===== config.mk =====
export PLATFORM = sky130hd
export DESIGN_NAME = div_arbiter
export DESIGN_NICKNAME = d
export VERILOG_FILES = /design/src/rtl/div_arb_pkg.sv /design/src/rtl/div_core.sv /design/src/rtl/div_arbiter.sv
export SDC_FILE = /design/constraint.sdc
export NUM_CORES = 1
export LEC_CHECK = 0
export CAP_MARGIN = 20
export CORE_ASPECT_RATIO = 1.5
export CORE_MARGIN = 2
export CORE_UTILIZATION = 54
export DETAILED_ROUTE_END_ITERATION = 7
export PLACE_DENSITY = 0.92
export SLEW_MARGIN = 20
export SYNTH_ARGS = -nofsm -noshare
export SYNTH_HDL_FRONTEND = slang
export SYNTH_SLANG_ARGS = --single-unit
export TNS_END_PERCENT = 10

===== constraint.sdc =====
create_clock -name clk -period 4.7 [get_ports clk]
set_input_delay 1.175 -clock clk [delete_from_list [all_inputs] [get_ports clk]]
set_output_delay 1.175 -clock clk [all_outputs]
set_load 0.05 [all_outputs]

===== src/rtl/div_arb_pkg.sv =====
// div_arb_pkg: shared FSM state encodings and index-width helper for the divider arbiter
package div_arb_pkg;
  typedef enum logic [1:0] {IDLE, LAUNCH, WAIT, DONE} state_t;
  typedef enum logic [1:0] {C_IDLE, C_OP, C_LAST, C_DONE} core_state_t;
  function automatic int idx_w(input int n);
    return (n < 2) ? 1 : $clog2(n);
  endfunction
endpackage


===== src/rtl/div_core.sv =====
// div_core: iterative restoring unsigned divider; done_tick rises W+2 cycles after start is sampled
import div_arb_pkg::*;
module div_core #(
  parameter int W = 8
) (
  input  logic         clk,
  input  logic         reset,
  input  logic         start,
  input  logic [W-1:0] dvnd,
  input  logic [W-1:0] dvsr,
  output logic         ready,
  output logic         done_tick,
  output logic [W-1:0] quo,
  output logic [W-1:0] rmd
);
  localparam int CW = $clog2(W + 1);
  core_state_t  state;
  logic [W-1:0] rh, rl, d;
  logic [CW-1:0] n;
  logic [W:0]   sh;
  logic         ge;
  assign sh        = {rh, rl[W-1]};
  assign ge        = sh >= {1'b0, d};
  assign ready     = state == C_IDLE;
  assign done_tick = state == C_DONE;
  assign quo       = rl;
  assign rmd       = rh;
  // one shift-subtract step per cycle, then a spacer cycle and a one-cycle done state
  always_ff @(posedge clk or negedge reset)
    if (!reset) begin
      state <= C_IDLE;
      rh    <= '0;
      rl    <= '0;
      d     <= '0;
      n     <= '0;
    end else begin
      case (state)
        C_IDLE: if (start) begin
          rh    <= '0;
          rl    <= dvnd;
          d     <= dvsr;
          n     <= CW'(W);
          state <= C_OP;
        end
        C_OP: begin
          rh <= ge ? W'(sh - {1'b0, d}) : sh[W-1:0];
          rl <= {rl[W-2:0], ge};
          n  <= n - CW'(1);
          if (n == CW'(1)) state <= C_LAST;
        end
        C_LAST:  state <= C_DONE;
        default: state <= C_IDLE;
      endcase
    end
endmodule


===== src/rtl/div_arbiter.sv =====
// div_arbiter: round-robin sharing of one divider among N requesters; DIV_ZERO_CHK_EN short-circuits divide-by-zero jobs
module div_arbiter
  import div_arb_pkg::*;
#(
  parameter int W = 8,
  parameter int N = 4
) (
  input  logic                   clk,
  input  logic                   reset,
  input  logic [N-1:0]           req,
  input  logic [N*W-1:0]         dvnd_in,
  input  logic [N*W-1:0]         dvsr_in,
  output logic [N-1:0]           ack,
  output logic [N-1:0]           done,
  output logic [W-1:0]           quo,
  output logic [W-1:0]           rmd,
  output logic [idx_w(N)-1:0]    owner,
  output logic                   busy,
  output logic                   err
);
  localparam int IDX_W = idx_w(N);
  state_t           state;
  logic [IDX_W-1:0] ptr, win;
  logic             found, start, core_ready, core_done;
  logic [W-1:0]     dvnd_r, dvsr_r, core_quo, core_rmd, win_dvnd, win_dvsr;

  function automatic logic [IDX_W:0] pick(input logic [N-1:0] r, input logic [IDX_W-1:0] p);
    logic [IDX_W:0] res;
    int j;
    res = '0;
    for (int k = N - 1; k >= 0; k--) begin
      j = (int'(p) + k) % N;
      if (r[j]) res = {1'b1, IDX_W'(j)};
    end
    return res;
  endfunction

  // first requesting index at or after the priority pointer, wrapping
  always_comb {found, win} = pick(req, ptr);

  assign win_dvnd = dvnd_in[int'(win)*W +: W];
  assign win_dvsr = dvsr_in[int'(win)*W +: W];
  assign busy     = state != IDLE;

  // arbitration FSM with registered ack/done/start pulses and held results
  always_ff @(posedge clk or negedge reset)
    if (!reset) begin
      state  <= IDLE;
      ptr    <= '0;
      owner  <= '0;
      dvnd_r <= '0;
      dvsr_r <= '0;
      ack    <= '0;
      done   <= '0;
      start  <= 1'b0;
      quo    <= '0;
      rmd    <= '0;
      err    <= 1'b0;
    end else begin
      ack   <= '0;
      done  <= '0;
      start <= 1'b0;
      case (state)
        IDLE: if (found && core_ready) begin
          owner    <= win;
          dvnd_r   <= win_dvnd;
          dvsr_r   <= win_dvsr;
          ack[win] <= 1'b1;
`ifdef DIV_ZERO_CHK_EN
          if (win_dvsr == '0) begin
            done[win] <= 1'b1;
            quo       <= '1;
            rmd       <= win_dvnd;
            err       <= 1'b1;
            state     <= DONE;
          end else begin
            start <= 1'b1;
            state <= LAUNCH;
          end
`else
          start <= 1'b1;
          state <= LAUNCH;
`endif
        end
        LAUNCH: state <= WAIT;
        WAIT: if (core_done) begin
          quo         <= core_quo;
          rmd         <= core_rmd;
          err         <= 1'b0;
          done[owner] <= 1'b1;
          state       <= DONE;
        end
        default: begin
          ptr   <= (owner == IDX_W'(N - 1)) ? '0 : owner + IDX_W'(1);
          state <= IDLE;
        end
      endcase
    end

  div_core #(.W(W)) u_core (
    .clk       (clk),
    .reset     (reset),
    .start     (start),
    .dvnd      (dvnd_r),
    .dvsr      (dvsr_r),
    .ready     (core_ready),
    .done_tick (core_done),
    .quo       (core_quo),
    .rmd       (core_rmd)
  );
endmodule


==> flow_summary.toml, run 1 <==
[run_status]
run_status = "finished, final reports clean"

[synth]
syn-cell-area_um2 = 4100
simple_gate_share_of_the_synthesized_area_pct = 6.31
synth-adder-area-share_pct = 7.20
synth_compound_area_share_pct = 10.5
ys.warnings.count = 0
postSynthRegisterBits = 77
synth_fp_nets = 425
dominantRegCellSynth = "dfrtp_1"
yosys.area.top_type_share_pct = 47.0
synth_xor_xnor_area_share_pct = 1.07
yosysMostFrequentCell = "dfrtp_1"
syn-mean-instance-area_um2 = 12.4
synth.lib_cells_used.distinct = 47
post_synth_mux_area_share_pct = 23.6
netlist.top_cell.by_area = "dfrtp_1"
post_synth_top_cells = "dfrtp_1, mux2_2, o21ai_0, nand2_1, ha_1"
edff_count_synth = 0
synth_cells = 332
async_reset_ff_share_pct = 100
main_combinational_cell_family_by_area_after_synthesis = "multiplexers"
yosysSeqAreaShare_pct = 47.0
cell_types_occupying_the_most_area_after_synthesis = "dfrtp_1, mux2_2, ha_1, mux4_1, mux4_2"

[placement]
placement.cell_area_um2 = 5110
dp_hpwl_um = 6970
placement.io_buffers = 96
finalWeightedCongestion = 0.823

[sta]
hold_ws_ns = 0.482
finalSetupTns_ns = 0
timing.clock.skew_ns = 0.00874
rsz_0062_raised_after_global_routing = "false"
max_slew_vio_count = 0
finalSetupViolCount = 0
period_minus_slack_ns = 3.15
timing.fmax_mhz = 318
fin_crit_sh_pct = 67.0
timing.slew.headroom_pct = 36.3
report.final.hold_viol_count = 0
worst_slew_pin_slew_ns = 0.955

[run]
max-cap-violations = 0

[floorplan]
rows = 38
design.core.area_um2 = 7320
height_of_the_die_um = 111
die-area_um2 = 8330
initial_utilization_pct = 56.0
die-width_um = 75.2
io-pin-count = 98

[route]
detail-route-antenna-nets = 0
routed-via-count = 3033
detailedRoute.firstPassIterationCount = 5
vias_per_inst = 5.71
drtIter0Drc = 212
drt_drc_violations_left = 0
finalWirelength_um = 9680
wl_per_cell_um = 18.2

[global_route]
gr-usage-all-layers_pct = 25.6
grt_max_degree = 78
grt_antenna_before_repair = 0
gr-total-overflow = 0
grt_pass1_wl_um = 15900
number_of_global_route_vias_before_repair = 3371

[final_layout]
final_core_utilization_pct = 72.3
num_antenna_cells = 0
areaGrowthSynthToFinish_pct = 29.0
finalNetCount = 520
share_of_final_layout_standard_cells_stronger_than_drive_strength_1_pct = 16.0
final.fill_count = 508
non_filler_cell_area_final_um2 = 5290

[power_and_ir_drop]
total_leakage_power_nw = 2.38
power_density_nw_per_um2 = 671
power.ir.vdd_worst_uv = 343

[clock_tree]
tritoncts_clock_tree = "built"
post_cts_resize_count = 0
ctsRootBufferMaster = "clkbuf_8"
cts_hold_buffers = 0
clk_transition_reported_paths_ns = 0.07
clkSinkCount = 77
cts_setup_buffers = 0
skew_pair_late_insertion_delay_ns = 0.36
cts_max_path_bufs = 2
ctsHtreeMaxLevel = 3
cts_buffers = 9

[setup_path]
timing.setup.critical_path_class = "flop to primary output"
r2r.worst_path.cells = 6
reg2reg_setup_slack_ns = 2.20
critical_path.endpoint = "busy"
crit_path_max_fanout = 3
crit_start = "state[0]$_DFFE_PN0P_"
critical_path_arrival_ns = 1.97
critPathLaunchType = "flop"
cp.required_ns = 3.52
critical_path.endpoint_type = "primary output"
worst_r2r_endpoint = "dvsr_r[4]$_DFFE_PN0P_"
critical_path.reg2reg.startpoint = "u_core.state[0]$_DFFE_PN0P_"

[min_path]
timing.hold.worst.class = "flop to flop"
==> layout make-up <==
class	instances	area, um^2	area share [%]
clock buffer	14	173	3.26
clock inverter	1	5.00	0.0945
inverter	22	82.6	1.56
multi-input combinational	219	2010	37.9
sequential	77	1930	36.4
tap	100	125	2.36
timing repair buffer	98	973	18.4
==> sequential cells by signal, indices dropped and copies added, names as in the netlist <==
name	flops
state	2
u_core.rmd	8
dvnd_r	8
u_core.d	8
start	1
owner	2
quo	8
ack	4
ptr	2
u_core.n	4
done	4
dvsr_r	8
u_core.state	2
rmd	8
u_core.quo	8
==> cells by family (layout without fill, tap and decap cells) <==
logic type / after synthesis / count (layout)
AO/OA/AOI/OAI: 69 / 69
XOR/XNOR: 5 / 5
adder cells (fa/ha/maj): 23 / 23
buffers and inverters: 36 / 135
flip-flops: 77 / 77
multiplexers: 66 / 66
other: 1 / 1
AND/OR/NAND/NOR: 55 / 55
==> report_power, final <==
part | total (mW) | internal, mW | leakage (nW) | switching [mW]
Sequential | 1.17 | 0.946 | 0.953 | 0.222
Combinational | 1.92 | 0.857 | 1.34 | 1.06
Clock | 0.463 | 0.232 | 0.0926 | 0.231
==> worst max-delay path, stage by stage, from the launching register on <==
cell	delay (ns)
dfrtp_1	0.38
inv_1	0.08
ha_1	0.25
inv_1	0.10
clkdlybuf4s50_1	0.80
==> layout by cell type, fill, tap and decap left out, types with 3 or more instances in the layout <==
cell and n:
clkdlybuf4s50_1 95, inv_1 21, buf_4 3, o21ai_0 24, and3_1 5, nor2_1 10
nor3_1 4, nand2_1 23, mux4_1 8, mux4_2 8, nor2b_1 3, nand2b_1 3
nand3_1 3, o22ai_1 10, o22a_1 3, ha_1 22, mux2_4 8, mux2i_1 11
xor2_1 3, a21oi_1 12, clkbuf_8 12, mux2_2 31, dfrtp_1 77
==> layer usage <==
| metal | vias to the layer above | track usage, % | part of all wire [%] |
|---|---|---|---|
| li1 | 1399 | - | - |
| met1 | 1491 | 28.3 | 36 |
| met2 | 112 | 44.0 | 56 |
| met3 | 31 | 5.82 | 4.7 |
| met4 | 0 | 13.3 | 3.8 |
| met5 | - | 0 | 0 |
==> metrics by stage <==
stage               power, mW  cells  setup slack, ns
finish                   3.55    531             1.55
global route             3.78    531             1.48
CTS                      3.56    531             1.55
detailed placement       3.05    516             1.29
global placement         2.94    516             1.39
floorplan                2.55    332             1.96
==> worst min path at each step <==
stage                                    startpoint                        end  cells past startpoint  slack, ns
after floorplan           u_core.quo[5]$_DFFE_PN0P_  u_core.quo[5]$_DFFE_PN0P_                      2       0.47
after global placement           rmd[0]$_DFFE_PN0P_         rmd[0]$_DFFE_PN0P_                      2       0.46
after detailed placement         quo[7]$_DFFE_PN0P_         quo[7]$_DFFE_PN0P_                      2       0.47
after CTS                        quo[7]$_DFFE_PN0P_         quo[7]$_DFFE_PN0P_                      2       0.49
after global routing             quo[5]$_DFFE_PN0P_         quo[5]$_DFFE_PN0P_                      1       0.53
final                            quo[7]$_DFFE_PN0P_         quo[7]$_DFFE_PN0P_                      2       0.48
Note: power is estimated with default switching activity, not from simulation.
==> run 2, diff against run 1 <==
- CORE_UTILIZATION: 54 -> 50
- PLACE_DENSITY: 0.92 -> 0.86
- clock period: 4.7 -> 3.2 ns (I/O delays scaled with it)
==> run 2 against run 1 <==
Net effect:
- critical endpoint unchanged
- largest power group unchanged
- clock power is 140% higher
- count of clock-buffer cells in the layout is 1 lower
- combinational power is 45% higher
- clock skew is 0.0024 ns lower
==> flow_summary.toml, run 2 (synthesized netlist as in run 1, its figures left out) <==
[run_status]
run_status = "finished, final reports clean"

[global_route]
gr-total-overflow = 0
grt_antenna_before_repair = 0
grt_max_degree = 78
number_of_global_route_vias_before_repair = 3141
grt_pass1_wl_um = 14700
gr-usage-all-layers_pct = 21.2

[placement]
dp_hpwl_um = 6740
placement.io_buffers = 96
finalWeightedCongestion = 0.812

[floorplan]
die-area_um2 = 8960
height_of_the_die_um = 115
rows = 40
design.core.area_um2 = 8010
die-width_um = 78.0
io-pin-count = 98
initial_utilization_pct = 51.2

[setup_path]
delay_heaviest_family_cp = "buffers and inverters"
critPathLaunchType = "flop"
timing.critical_path.slowest_cell_delay_ns = 0.80
critPathMostFrequentCell = "inv_1"
timing.setup.critical_path_class = "flop to primary output"
cp_num_cells = 4
critical_path.n_buffers_inverters = 3
critical_path.reg2reg.startpoint = "u_core.state[0]$_DFFE_PN0P_"
r2r.worst_path.cells = 6
cp.required_ns = 2.40
crit_start = "state[0]$_DFFE_PN0P_"
crit_path_max_fanout = 3
critical_path_arrival_ns = 1.94
master_of_the_slowest_instance_on_the_critical_path = "clkdlybuf4s50_1"
list_of_cells_traversed_by_the_critical_path = "inv_1, ha_1, inv_1, clkdlybuf4s50_1"
critical_path.endpoint_type = "primary output"

[sta]
timing.slew.headroom_pct = 38.3
finalSetupTns_ns = 0
fin_crit_sh_pct = 85.7
max_slew_vio_count = 0
rsz_0062_raised_after_global_routing = "false"
timing.fmax_mhz = 365
timing.clock.skew_ns = 0.00636
period_minus_slack_ns = 2.74
worst_slew_pin_slew_ns = 0.925
hold_ws_ns = 0.495
report.final.hold_viol_count = 0
finalSetupViolCount = 0

[clock_tree]
cts_setup_buffers = 0
ctsHtreeMaxLevel = 3
tritoncts_clock_tree = "built"
cts_hold_buffers = 0
skew_pair_late_insertion_delay_ns = 0.33
ctsRootBufferMaster = "clkbuf_16"
post_cts_resize_count = 0
cts_buffers = 9
clkSinkCount = 77
cts_max_path_bufs = 2
clk_transition_reported_paths_ns = 0.06

[route]
routed-via-count = 2982
wl_per_cell_um = 16.2
drt_drc_violations_left = 0
drtIter0Drc = 150
detailedRoute.firstPassIterationCount = 4
detail-route-antenna-nets = 0
vias_per_inst = 5.53
finalWirelength_um = 8750

[power_and_ir_drop]
p_sw_mw = 2.20
power.ir.vdd_worst_uv = 765
pwr-share-seq_pct = 30.6
power_frac_clock_pct = 19.5
total_leakage_power_nw = 2.45
switching_share_pct = 39.3
power.combinational.fraction_pct = 49.9
power_report.internal_total_mw = 3.39
power_density_nw_per_um2 = 1020

[min_path]
timing.hold.worst.class = "flop to flop"
hold_path_stages = 2
timing.hold.worst.start = "rmd[0]$_DFFE_PN0P_"

[final_layout]
areaGrowthSynthToFinish_pct = 33.2
layout.cells.most_common = "clkdlybuf4s50_1"
share_of_final_layout_standard_cells_stronger_than_drive_strength_1_pct = 16.6
mostFrequentLayoutCells = "clkdlybuf4s50_1, dfrtp_1, mux2_2, o21ai_0, nand2_1"
num_antenna_cells = 0
finalNetCount = 522

[run]
max-cap-violations = 0
-- run 2: cell count changes in the layout (fill, tap and decap cells not counted) --
cell,before,now
bufinv_16,0,2
clkbuf_8,12,2
clkbuf_16,0,9
buf_4,3,5
clkinv_2,1,0
clkinvlp_4,0,1
-- run 2: worst paths after layout --
| path | endpoint | slack (ns) |
|---|---|---|
| setup / recovery | busy | 0.46 |
| hold reg to reg | rmd[0]$_DFFE_PN0P_ | 0.49 |
| min in group asynchronous | rmd[4]$_DFFE_PN0P_ | 0.60 |
| hold / removal | rmd[0]$_DFFE_PN0P_ | 0.49 |
| max in group asynchronous | ack[0]$_DFF_PN0_ | 1.99 |
| setup reg to reg | dvsr_r[0]$_DFFE_PN0P_ | 0.73 |
-- run 2: area by class of cell --
cell class	count	area, um^2
Fill cell	596	2540
Multi-Input combinational cell	219	2010
Sequential cell	77	1930
Timing Repair Buffer	100	988
Clock buffer	13	260
Tap cell	105	131
Inverter	22	82.6
Clock inverter	3	67.6
-- run 2: through the flow --
stage / power [mW] / instance area [um^2] / util, % / worst slack (ns) / instances
floorplan: 3.74 / 4100 / - / 0.832 / 332
global placement: 4.33 / 5130 / 64.1 / 0.302 / 523
detailed placement: 4.49 / 5130 / 64.1 / 0.192 / 523
CTS: 5.60 / 5460 / 68.2 / 0.451 / 539
global route: 5.96 / 5470 / 68.3 / 0.403 / 539
finish: 5.58 / 5470 / 68.3 / 0.459 / 539
-- run 2: worst reg2reg max path: cells and delay by family (launching register included) --
family          cells  cell delay, ns
buf+inv             2            0.49
compound gates      1            0.21
simple gates        1            0.36
mux                 1            0.40
fa+ha+maj           1            0.47
flops               1            0.42
-- run 2: per-layer routing --
metal | wire length [um] | track usage, %
met3 | 354 | 4.32
met5 | 0 | 0
met2 | 4910 | 39.9
met4 | 204 | 8.42
met1 | 3280 | 23.2
-- run 2: power groups by stage --
stage               Sequential (mW)  Combinational (mW)  Clock [mW]
global placement               1.69                2.65           0
finish                         1.71                2.78        1.09
detailed placement             1.72                2.76           0
global route                   1.76                3.05        1.15
floorplan                      1.99                1.75           0
CTS                            1.71                2.79        1.11
